--- config.mk ---
export PLATFORM = sky130hd
export DESIGN_NAME = control_unit
export DESIGN_NICKNAME = d
export VERILOG_FILES = /design/src/rtl/cpu_pkg.sv /design/src/rtl/inst_decode.sv /design/src/rtl/control_unit.sv
export SDC_FILE = /design/constraint.sdc
export NUM_CORES = 1
export LEC_CHECK = 0
export ABC_AREA = 0
export BUFFER_PORTS_ARGS = -buffer_cell sky130_fd_sc_hd__buf_4
export CAP_MARGIN = 20
export CORE_MARGIN = 4
export CORE_UTILIZATION = 43
export CTS_BUF_LIST = sky130_fd_sc_hd__clkbuf_4 sky130_fd_sc_hd__clkbuf_8 sky130_fd_sc_hd__clkbuf_16
export DETAILED_ROUTE_END_ITERATION = 8
export PLACE_DENSITY = 0.8
export SLEW_MARGIN = 20
export SYNTH_ARGS = -nofsm -noshare
export SYNTH_HDL_FRONTEND = slang
export SYNTH_HIERARCHICAL = 1
export SYNTH_SLANG_ARGS = --single-unit
--- constraint.sdc ---
create_clock -name clk -period 1.43 [get_ports clk]
set_clock_uncertainty 0.1 [all_clocks]
set_input_delay 0.143 -clock clk [delete_from_list [all_inputs] [get_ports clk]]
set_output_delay 0.143 -clock clk [all_outputs]
set_load 0.005 [all_outputs]
--- src/rtl/cpu_pkg.sv ---
// Shared encodings for the multi-cycle controller: opcodes, FSM states, field positions, write-data selects.
package cpu_pkg;

    localparam int INSTR_W = 12;

    localparam int OP_MSB  = 11;
    localparam int OP_LSB  = 9;
    localparam int RD_MSB  = 8;
    localparam int RD_LSB  = 6;
    localparam int RS1_MSB = 5;
    localparam int RS1_LSB = 3;
    localparam int RS2_MSB = 2;
    localparam int RS2_LSB = 0;
    localparam int IMM_MSB = 3;
    localparam int IMM_LSB = 0;

    typedef enum logic [2:0] {
        OP_LOAD  = 3'b000,
        OP_STORE = 3'b001,
        OP_ADD   = 3'b010,
        OP_SUB   = 3'b011,
        OP_LDI   = 3'b100,
        OP_NOP5  = 3'b101,
        OP_NOP6  = 3'b110,
        OP_HALT  = 3'b111
    } opcode_t;

    typedef enum logic [2:0] {
        S_IDLE,
        S_FETCH,
        S_DECODE,
        S_EXEC,
        S_WB,
        S_HALT
    } state_t;

    localparam logic [1:0] WD_ALU = 2'd0;
    localparam logic [1:0] WD_DM  = 2'd1;
    localparam logic [1:0] WD_IMM = 2'd2;

endpackage

--- src/rtl/inst_decode.sv ---
// Splits an instruction word into its fields and classifies what it writes.
// Latency: purely combinational.
// Backpressure: none; follows the instruction register directly.
module inst_decode
    import cpu_pkg::*;
(
    input  logic [INSTR_W-1:0] ir,
    output opcode_t            op,
    output logic [2:0]         rd,
    output logic [2:0]         rs1,
    output logic [2:0]         rs2,
    output logic [3:0]         addr,
    output logic [3:0]         imm,
    output logic               writes_rf,
    output logic               writes_dm,
    output logic               is_halt
);

    assign op   = opcode_t'(ir[OP_MSB:OP_LSB]);
    assign rd   = ir[RD_MSB:RD_LSB];
    assign rs1  = ir[RS1_MSB:RS1_LSB];
    assign rs2  = ir[RS2_MSB:RS2_LSB];
    assign addr = ir[IMM_MSB:IMM_LSB];
    assign imm  = ir[IMM_MSB:IMM_LSB];

    assign writes_rf = (op == OP_LOAD) || (op == OP_ADD) || (op == OP_SUB) || (op == OP_LDI);
    assign writes_dm = (op == OP_STORE);
    assign is_halt   = (op == OP_HALT);

endmodule

--- src/rtl/control_unit.sv ---
// Multi-cycle fetch/decode/exec/writeback controller driving register file, ALU and data memory.
// Latency: 4 cycles per instruction (HALT reaches HALT state 2 cycles after its fetch).
// Backpressure: none; start is only honoured in IDLE/HALT and ignored while busy.
module control_unit
    import cpu_pkg::*;
#(
    parameter int PC_W = 4,
    parameter int IW   = 12
) (
    input  logic            clk,
    input  logic            rst,
    input  logic            start,
    output logic [PC_W-1:0] IM_addr,
    input  logic [IW-1:0]   IM_data,
    output logic [2:0]      RF_ad1,
    output logic [2:0]      RF_ad2,
    output logic [2:0]      RF_wa,
    output logic            RF_we,
    output logic [1:0]      WD_sel,
    output logic [3:0]      IMM,
    output logic            ALU_op,
    output logic [3:0]      DM_addr,
    output logic            DM_we,
    output logic            busy,
    output logic            halted
);

    state_t          state;
    state_t          state_nxt;
    logic [PC_W-1:0] pc;
    logic [IW-1:0]   ir;

    opcode_t    op;
    logic [2:0] rd;
    logic [2:0] rs1;
    logic [2:0] rs2;
    logic [3:0] addr;
    logic [3:0] imm;
    logic       writes_rf;
    logic       writes_dm;
    logic       is_halt;

    inst_decode u_dec (
        .ir        (ir),
        .op        (op),
        .rd        (rd),
        .rs1       (rs1),
        .rs2       (rs2),
        .addr      (addr),
        .imm       (imm),
        .writes_rf (writes_rf),
        .writes_dm (writes_dm),
        .is_halt   (is_halt)
    );

    always_ff @(posedge clk) begin
        if (rst) begin
            state <= S_IDLE;
            pc    <= '0;
            ir    <= '0;
        end else begin
            state <= state_nxt;
            if (state == S_FETCH) begin
                ir <= IM_data;
                pc <= pc + PC_W'(1);
            end else if (state == S_HALT && start) begin
                pc <= '0;
            end
        end
    end

    always_comb begin
        state_nxt = state;
        RF_ad1    = 3'd0;
        RF_ad2    = 3'd0;
        RF_wa     = 3'd0;
        RF_we     = 1'b0;
        WD_sel    = WD_ALU;
        IMM       = 4'd0;
        ALU_op    = 1'b0;
        DM_addr   = 4'd0;
        DM_we     = 1'b0;

        case (state)
            S_IDLE:   if (start) state_nxt = S_FETCH;
            S_FETCH:  state_nxt = S_DECODE;
            S_DECODE: state_nxt = is_halt ? S_HALT : S_EXEC;
            S_EXEC:   state_nxt = S_WB;
            S_WB:     state_nxt = S_FETCH;
            S_HALT:   if (start) state_nxt = S_FETCH;
            default:  state_nxt = S_IDLE;
        endcase

        if (state == S_DECODE || state == S_EXEC || state == S_WB) begin
            RF_ad1  = rs1;
            RF_ad2  = rs2;
            RF_wa   = rd;
            DM_addr = addr;
            IMM     = imm;
            ALU_op  = (op == OP_SUB);
            if (op == OP_LOAD)
                WD_sel = WD_DM;
            else if (op == OP_LDI)
                WD_sel = WD_IMM;
        end

        // Strobes are masked by rst so an aborted WB never commits a write.
        if (state == S_WB && !rst) begin
            RF_we = writes_rf;
            DM_we = writes_dm;
        end
    end

    assign IM_addr = pc;
    assign busy    = (state == S_FETCH) || (state == S_DECODE) || (state == S_EXEC) || (state == S_WB);
    assign halted  = (state == S_HALT);

endmodule

After elaboration in Yosys (flattened, before gate mapping)
Index checks and enable logic that the tools add are counted.
{"block": "word_totals", "wordCells": 45, "regBits": 19, "out_inout_bits": 28, "input_bits": 15}
{"block": "op_classes", "addsub": 1, "reduce_logical": 15, "mux": 15, "n_eq_ne": 11}
{"cell": "3-bit 2-to-1 mux", "n": 5}
{"cell": "3-bit one-hot mux with 5 select lines", "n": 1}
{"cell": "3-bit by 2-bit == test with 1-bit output, second input constant", "n": 4}
{"cell": "3-bit == test, second input constant", "n": 4}
{"cell": "4-bit 2-to-1 mux", "n": 3}
{"cell": "1-bit logical OR", "n": 8}
{"cell": "3-bit by 1-bit == test with 1-bit output, second input constant", "n": 2}
{"cell": "3-bit logical NOT", "n": 2}
{"cell": "2-bit 2-to-1 mux", "n": 3}
{"cell": "4-bit by 1-bit adder with 4-bit output, second input constant", "n": 1}
{"cell": "1-bit 2-to-1 mux", "n": 3}
{"cell": "1-bit logical AND", "n": 2}
{"cell": "2-bit by 1-bit != test with 1-bit output, second input constant", "n": 1}
{"cell": "2-bit nonzero test", "n": 1}
{"cell": "2-bit OR reduction", "n": 1}
{"cell": "1-bit logical NOT", "n": 1}

Depth between registers and ports, before layout
Gate-level depths: netlist of the first run.
{"block": "depth", "word_depth": 5, "ltp_mapped": 5, "ltp_nobuf": 4}

By module
The synthesis of the first run kept the hierarchy.
{"mod": "control_unit", "instances": 1, "cells_per_inst": 125, "seq_area_each_um2": 380.4, "area_each_um2": 967.2}
{"mod": "inst_decode", "instances": 1, "cells_per_inst": 23, "seq_area_each_um2": 0.0, "area_each_um2": 178.9}

Least setup slack after synthesis of the first run
No wires, ideal clock.
{"block": "synth_path", "path_type": "register to register", "startpoint": "register state[0]", "endpoint": "register ir[0]", "arrival_ns": 1.158, "slack_ns": 0.039, "synth_period_minus_slack_ns": 1.391, "t_required_ns": 1.198, "setup_time_ns": 0.132, "n_path_buf": 2, "stages_incl_launch_ff": 6, "path_cell_list": "dfxtp_1 > buf_4 > or3b_2 > buf_6 > nand2_1 > a21oi_1"}
{"block": "synth_via", "elab_chain_len": 1}
{"item": "start: declaration", "line": "control_unit.sv:28", "rtl": "state_t state;"}
{"item": "start signal: assignment", "line": "control_unit.sv:62", "rtl": "state <= state_nxt;"}
{"item": "3-bit by 1-bit == test with 1-bit output", "line": "control_unit.sv:63", "rtl": "if (state == S_FETCH) begin"}
{"item": "end signal: assignment", "line": "control_unit.sv:64", "rtl": "ir <= IM_data;"}
{"item": "end: declaration", "line": "control_unit.sv:31", "rtl": "logic [IW-1:0] ir;"}
Every way passes these cells.
A chain may end at the register's enable or synchronous reset.

Final worst setup path of the first run
{"block": "layout_path", "startpoint": "register state[0]", "endpoint": "output port WD_sel[1]"}
{"block": "layout_via", "elab_chain_len": 4, "word_cells_on_any_way": 6, "classes_between": "eq/ne (3); mux (1); reduce/logical (2)"}
{"item": "3-bit by 2-bit == test with 1-bit output", "line": "control_unit.sv:94", "rtl": "if (state == S_DECODE || state == S_EXEC || state == S_WB) begin"}
{"item": "1-bit logical OR", "line": "control_unit.sv:94"}
{"item": "1-bit logical OR (*)", "line": "control_unit.sv:94"}
{"item": "2-bit 2-to-1 mux (*)", "line": "control_unit.sv:94"}
{"item": "end: declaration", "line": "control_unit.sv:19", "rtl": "output logic [1:0] WD_sel,"}
Every way passes the cells marked *; elsewhere a longest branch is shown, timed or not.

==> summary.md, run 1 <==
| Metric | Value |
|---|---|
| Adder-cell area share of the yosys netlist | 1.09% |
| Register area share after synthesis | 33.2% |
| Commonest non-fill, non-tap cell in the layout | buf_4 |
| Hold path start | start |
| I/O Buffers | 42 |
| Synth Area in Compound Gates | 11.9% |
| Post-Synth XOR/XNOR Area | 0.764% |
| Synth Flop Type | dfxtp_1 |
| Clock slew at reported path FFs | 110 ps |
| Design Area, Final | 0.00184 mm² |
| First drt pass iteration count | 4 |
| Critical path's slowest cell | dfxtp_4 |
| Vert. Die Dim | 59.6 µm |
| Top Ports | 43 |
| Post-synth top area cell | dfxtp_1 |
| # fillers | 166 |
| First-pass GRT wire length | 4960 µm |
| Synthesis-to-layout area growth | 60.8% |
| CP Capture Type | primary output |
| Clk_lat worst skew | 310 ps |
| Post-route ant nets | 0 |
| Critical Path AT | 1410 ps |
| Worst Reg-to-Reg Cells | 6 |
| GRT overflow | 0 |
| Die width | 59.6 µm |
| Top cells by area, synth | dfxtp_1, buf_4, nor2b_1 |
| DRC | 0 |
| Antenna cell count | 0 |
| DR vias/cell | 5.08 |
| Final RePlAce weighted congestion | 0.785 |
| Worst IR Drop VDD | 651 µV |
| CP Data Required Time | 1190 ps |
| Row cnt | 18 |
| Maximum clock frequency | 0.605 GHz |
| Post-DP Area | 0.00135 mm² |
| Synth Instances | 148 |
| Commonest cells after routing, fill and taps aside | buf_4, nor2b_1, nand2_1 |
| Vias in the first global route | 1073 |
| Reg area | 393 µm² |
| H-tree depth | 1 |
| Leakage power | 0.778 nW |
| Layout cell share with drive strength beyond 1 | 55.1% |
| Max incr delay on CP | 390 ps |
| Initial DRC count | 57 |
| Final WL | 3410 µm |
| CTS root buf | clkbuf_4 |
| Initial antenna violation count | 0 |
| CP bufs+invs | 1 |
| Total number of vias | 1147 |
| Slew margin rel. | 79.9% |
| Critical path cell sequence | nor2_4 > a21oi_4 > nor4b_2 > buf_4 |
| Worst slew pin tran | 302 ps |
| CTS tree | yes |
| FFs w/ async S/R, synth | 0% |
| Clk sinks | 19 |
| RSZ-0062 raised after global routing | yes |
| Syn_area_per_cell | 7.74 µm² |
| Cell family with most CP delay | simple AND/OR/NAND/NOR gates |
| Worst Hold Path EP | state[0]$_SDFFE_PP0P_ |
| Synthesis-stage register bit count | 19 |
| Nets | 213 |
| Power Dens Cells | 721 mW/mm² |
| Syn nets | 164 |
| Status | finished with violations |
| FF-to-FF Start | state[1]$_SDFFE_PP0P_ |
| DR WL/cell | 15.1 µm |
| Main combinational cell family by area after synthesis | simple AND/OR/NAND/NOR gates |
| Min-delay worst type | in -> reg |
| Setup WS post-layout | -222 ps |
| Detail Placement HPWL | 1950 µm |
| Setup CP Type | reg -> out |
| Period utilization | 116% |
| Clk buf depth | 2 |
| Post-synth EDFFs | 0 |
| Largest net degree at the start of global routing | 21 |
| Post-Synth Simple-Gate Area | 34.2% |
| Hold Violations, Final | 0 |
| Final Setup Violations | 39 |
| Startpoint Class | flip-flop |
| CP Max Fanout | 5 |
| Footprint of the multi-input gates | 759 µm² |
| Failing checks | setup timing |
| Mux cell area share after synthesis | 0.873% |
| Die area | 0.00356 mm² |
| Placeable Area | 0.00250 mm² |
| Synth top area share | 33.2% |
| Hold Path Depth | 3 |
| CTS Buf Count | 3 |
| RR Endpoint | IM_addr[3]$_SDFFE_PP0P_ |
| Synth Cell Area | 0.00115 mm² |
| R2R setup slack | -170 ps |
| Post-route minimum period | 1650 ps |
| Synth cell types | 31 |
| Overall Global Routing Usage | 18.5% |
| MaxCap Viol Count | 0 |
| Synth Warn # | 6 |
| Final Slew Violations | 0 |
| Initial Util | 45.8% |
| WHS | 33.6 ps |
==> state kept, by name (all words and copies together), names as in the netlist <==
name     cells
ir          12
IM_addr      4
state        3
==> where the power goes <==
part / total, mW / switching, mW / internal, mW / leakage (nW)
registers: 0.602 / 0.0400 / 0.562 / 0.157
logic: 0.432 / 0.194 / 0.238 / 0.607
clock network: 0.295 / 0.189 / 0.107 / 0.0139
==> synthesized netlist by cell type (all sizes together) (2+ instances only) <==
cell type / n
a21oi: 18
clkbuf: 2
nor2b: 20
nand2: 27
nor3b: 2
and2: 3
nand2b: 2
buf: 27
nor3: 3
dfxtp: 19
o21ai: 5
nor2: 5
==> worst max path at each step <==
stage                           from                 end  cells past startpoint  slack (ps)
2_1_floorplan  state[0]$_SDFFE_PP0P_  ir[0]$_SDFFE_PP0P_                      5          40
3_3_place_gp   state[1]$_SDFFE_PP0P_           RF_ad1[2]                      5          40
3_5_place_dp   state[0]$_SDFFE_PP0P_           RF_ad1[0]                      5         -50
4_1_cts        state[1]$_SDFFE_PP0P_           RF_ad1[0]                      5        -190
5_1_grt        state[1]$_SDFFE_PP0P_           RF_ad1[0]                      5        -280
6_report       state[0]$_SDFFE_PP0P_           WD_sel[1]                      4        -220
==> routing by layer <==
metal	part of all wire [%]	vias to the layer above	wire (µm)	track usage (%)
met2	50	47	1710	34.0
met4	2.1	0	70	3.80
li1	-	564	-	-
met1	42	528	1430	21.9
met3	6.0	8	206	3.92
met5	0	-	0	0
==> cell type report <==
cell class              instances  area share, %
multi-input cells             100           41.2
repair buffers                 73           33.8
flip-flops and latches         19           21.3
well taps                      30           2.04
clock buffers                   3           1.22
clock inverters                 1          0.407
==> logic make-up (layout without fill, tap and decap cells) <==
kind of cell | after synthesis | in the layout
DFF | 19 | 19
xor gates and xnor gates | 1 | 1
adders and majority gates | 1 | 1
AOI/OAI and AO/OA | 26 | 26
buffers and inverters | 29 | 77
and+or+nand+nor | 71 | 71
muxes | 1 | 1
==> stage by stage <==
step                setup WS (ps)  setup TNS [ps]  util [%]  total power, mW  instances
floorplan                    39.3               0         -            0.795        148
global placement             43.5               0      54.1            0.844        199
detailed placement          -50.1            -705      54.1            0.856        199
CTS                          -195           -4040      66.9             1.24        223
global route                 -283           -8740      73.7             1.39        226
finish                       -222           -6670      73.7             1.33        226
==> worst register-to-register path, cell delays in order, from the launching register on <==
cell,delay (ps)
dfxtp_4,380
buf_6,120
buf_6,110
buf_6,120
nand2b_4,130
or4_4,410
a31oi_1,160
==> timing repair <==
action | 4_1_cts | 5_1_grt
buffers inserted | 8 | 3
endpoints found under the setup margin | 28 | 39
cloned | 1 | 0
hold buffers | 11 | 1
pin swaps | 8 | 19
gates resized for setup | 29 | 41
hold endpoints to repair | 11 | 1
No activity file was read; power rests on OpenSTA's default activity.
==> inputs of run 2 (changes only) <==
--- a/config.mk
+++ b/config.mk
@@ -8,11 +8,13 @@
 export ABC_AREA = 0
 export BUFFER_PORTS_ARGS = -buffer_cell sky130_fd_sc_hd__buf_4
 export CAP_MARGIN = 20
+export CELL_PAD_IN_SITES_DETAIL_PLACEMENT = 1
+export CELL_PAD_IN_SITES_GLOBAL_PLACEMENT = 2
 export CORE_MARGIN = 4
-export CORE_UTILIZATION = 43
+export CORE_UTILIZATION = 23
 export CTS_BUF_LIST = sky130_fd_sc_hd__clkbuf_4 sky130_fd_sc_hd__clkbuf_8 sky130_fd_sc_hd__clkbuf_16
 export DETAILED_ROUTE_END_ITERATION = 8
-export PLACE_DENSITY = 0.8
+export PLACE_DENSITY = 0.79
 export SLEW_MARGIN = 20
 export SYNTH_ARGS = -nofsm -noshare
 export SYNTH_HDL_FRONTEND = slang
==> constraint.sdc (replaced) <==
create_clock -name clk -period 1.4 [get_ports clk]
set_clock_uncertainty 0.1 [all_clocks]
set_input_delay 0.14 -clock clk [delete_from_list [all_inputs] [get_ports clk]]
set_output_delay 0.14 -clock clk [all_outputs]
set_load 0.005 [all_outputs]
==> run 2 against run 1 <==
Compared with the run above:
- worst hold slack got worse by 11 ps
- routed wire length shrank 8.7%
- sequential share of layout area rose by 1.2 points
- total power grew 3.1%
- highest routed layer unchanged
- the flow still finishes with violations (setup timing)
- final cell count is 11% higher
- setup slack improved by 40 ps
- flip-flop and latch count did not move
- via count shrank 7.7%
- count of clock-buffer cells in the layout did not move
- design area is 5.6% lower
- utilization is 37 points lower
==> summary.md, run 2 (same netlist as run 1, synthesis figures left out) <==
| Metric | Value |
|---|---|
| Utilization after layout | 36.4% |
| GRT met3 Usage | 1.15% |
| CTS tree | yes |
| Startpoint Class | flip-flop |
| GRT busiest layer | met2 |
| Psw | 0.392 mW |
| Final WL | 3120 µm |
| Leakage power | 0.679 nW |
| Hold Violations, Final | 0 |
| First drt pass iteration count | 2 |
| Vias in the first global route | 1081 |
| Setup CP Type | reg -> out |
| First-pass GRT wire length | 5090 µm |
| Min-delay worst type | in -> reg |
| Power Dens Cells | 787 mW/mm² |
| Layout cell share with drive strength beyond 1 | 59.0% |
| Setup WS post-layout | -182 ps |
| Period utilization | 113% |
| Combinational power share | 27.2% |
| Hold_buf cts | 0 |
| Total number of vias | 1059 |
| Overall Global Routing Usage | 10.5% |
| GRT overflow | 0 |
| RSZ-0062 raised after global routing | yes |
| Met1 GRT Util | 12.5% |
| Initial Util | 23.9% |
| Row cnt | 25 |
| Worst IR Drop VDD | 283 µV |
| CP Max Fanout | 14 |
| Failing checks | setup timing |
| Initial DRC count | 16 |
| Clk buf depth | 2 |
| DR WL/cell | 12.5 µm |
| Clock share of power | 28.1% |
| Switch share | 28.6% |
| Die area | 0.00618 mm² |
| Final Setup Violations | 35 |
| Commonest non-fill, non-tap cell in the layout | buf_4 |
| Status | finished with violations |
| Antenna cell count | 0 |
| Vert. Die Dim | 78.6 µm |
| I/O Buffers | 42 |
| Internal | 0.979 mW |
| # fillers | 586 |
| MaxCap Viol Count | 0 |
| DRC | 0 |
| Post-route ant nets | 0 |
| Biggest register | ir |
| Maximum clock frequency | 0.632 GHz |
| Post-route minimum period | 1580 ps |
| Detail Placement HPWL | 2250 µm |
| CP Data Required Time | 1160 ps |
| Final Slew Violations | 0 |
| CP Capture Type | primary output |
| H-tree depth | 1 |
| Nets | 200 |
| Max reg flops | 12 |
| Largest net degree at the start of global routing | 21 |
| Worst slew pin tran | 294 ps |
| CTS Buf Count | 3 |
| Design Area, Final | 0.00174 mm² |
| Met2 GRT Util | 18.7% |
| Clock slew at reported path FFs | 70 ps |
| Flop pwr share | 44.7% |
| Commonest cells after routing, fill and taps aside | buf_4, nand2_1, dfxtp_1 |
| Top Ports | 43 |
| Post-DP Area | 0.00144 mm² |
| DR vias/cell | 4.24 |
| Total power | 1.37 mW |
| Placeable Area | 0.00479 mm² |
| Slew margin rel. | 80.4% |
| Final RePlAce weighted congestion | 0.733 |
| Critical Path AT | 1340 ps |
| Die width | 78.6 µm |
| Clk_lat worst skew | 260 ps |
| Initial antenna violation count | 0 |
| Synthesis-to-layout area growth | 51.9% |
| R2R setup slack | -50 ps |
| Clk sinks | 19 |
| CTS root buf | clkbuf_8 |
[run 2: cell count changes in the layout (fill, tap and decap cells not counted), sizes merged]
| cell | previous run | this run |
|---|---|---|
| dlygate4sd3 | 12 | 0 |
| clkinvlp | 1 | 0 |
| buf | 61 | 60 |
| clkinv | 0 | 1 |
[run 2: through the flow]
step	std cells	setup WS (ps)	setup TNS [ps]	hold slack, ps
after CTS	250	-191	-4400	25.0
after global routing	250	-248	-6420	22.9
after global placement	242	10.9	0	290
final	250	-182	-3790	22.9
after detailed placement	242	-16.3	-40.7	300
after floorplan	148	9.32	0	176
[run 2: cell type report]
class | count | area (µm²) | share of cell area (%)
clock inverters | 1 | 5.00 | 0.288
repair buffers | 60 | 489 | 28.1
multi-input cells | 100 | 729 | 41.9
clock buffers | 3 | 41.3 | 2.37
flip-flops and latches | 19 | 392 | 22.5
well taps | 67 | 83.8 | 4.82
[run 2: power by group through the flow]
| stage | Sequential [mW] | Combinational, mW | Clock, mW |
|---|---|---|---|
| 4_1_cts | 0.614 | 0.344 | 0.403 |
| 5_1_grt | 0.620 | 0.409 | 0.420 |
| 3_5_place_dp | 0.620 | 0.280 | 0 |
| 6_report | 0.613 | 0.372 | 0.385 |
| 3_3_place_gp | 0.618 | 0.275 | 0 |
| 2_1_floorplan | 0.608 | 0.204 | 0 |
[run 2: worst max-delay path, cell delays in order, from the launching register on]
cell and delay, ps:
dfxtp_4 360, nor2b_4 130, a21oi_2 110, buf_6 150, buf_12 150, nor2b_1 60, buf_4 130
[run 2: per-layer routing]
metal	wire length, µm	part of all wire [%]
met1	1310	42
met4	57	1.8
met3	70	2.2
met5	0	0
met2	1680	54
[run 2: final timing paths]
kind	depth (start not counted)	from	end
worst max register to register	4	state[1]$_SDFFE_PP0P_	IM_addr[3]$_SDFFE_PP0P_
worst max-delay path	6	state[1]$_SDFFE_PP0P_	DM_addr[2]
worst min register to register	2	ir[5]$_SDFFE_PP0P_	ir[5]$_SDFFE_PP0P_
worst min-delay path	3	IM_data[10]	ir[10]$_SDFFE_PP0P_
[run 2: what timing repair did]
| action | CTS | global route |
|---|---|---|
| resized for setup | 31 | 30 |
| gates cloned | 1 | 0 |
| pin swaps | 4 | 3 |
| setup endpoints to repair | 37 | 39 |
| setup buffers | 3 | 0 |
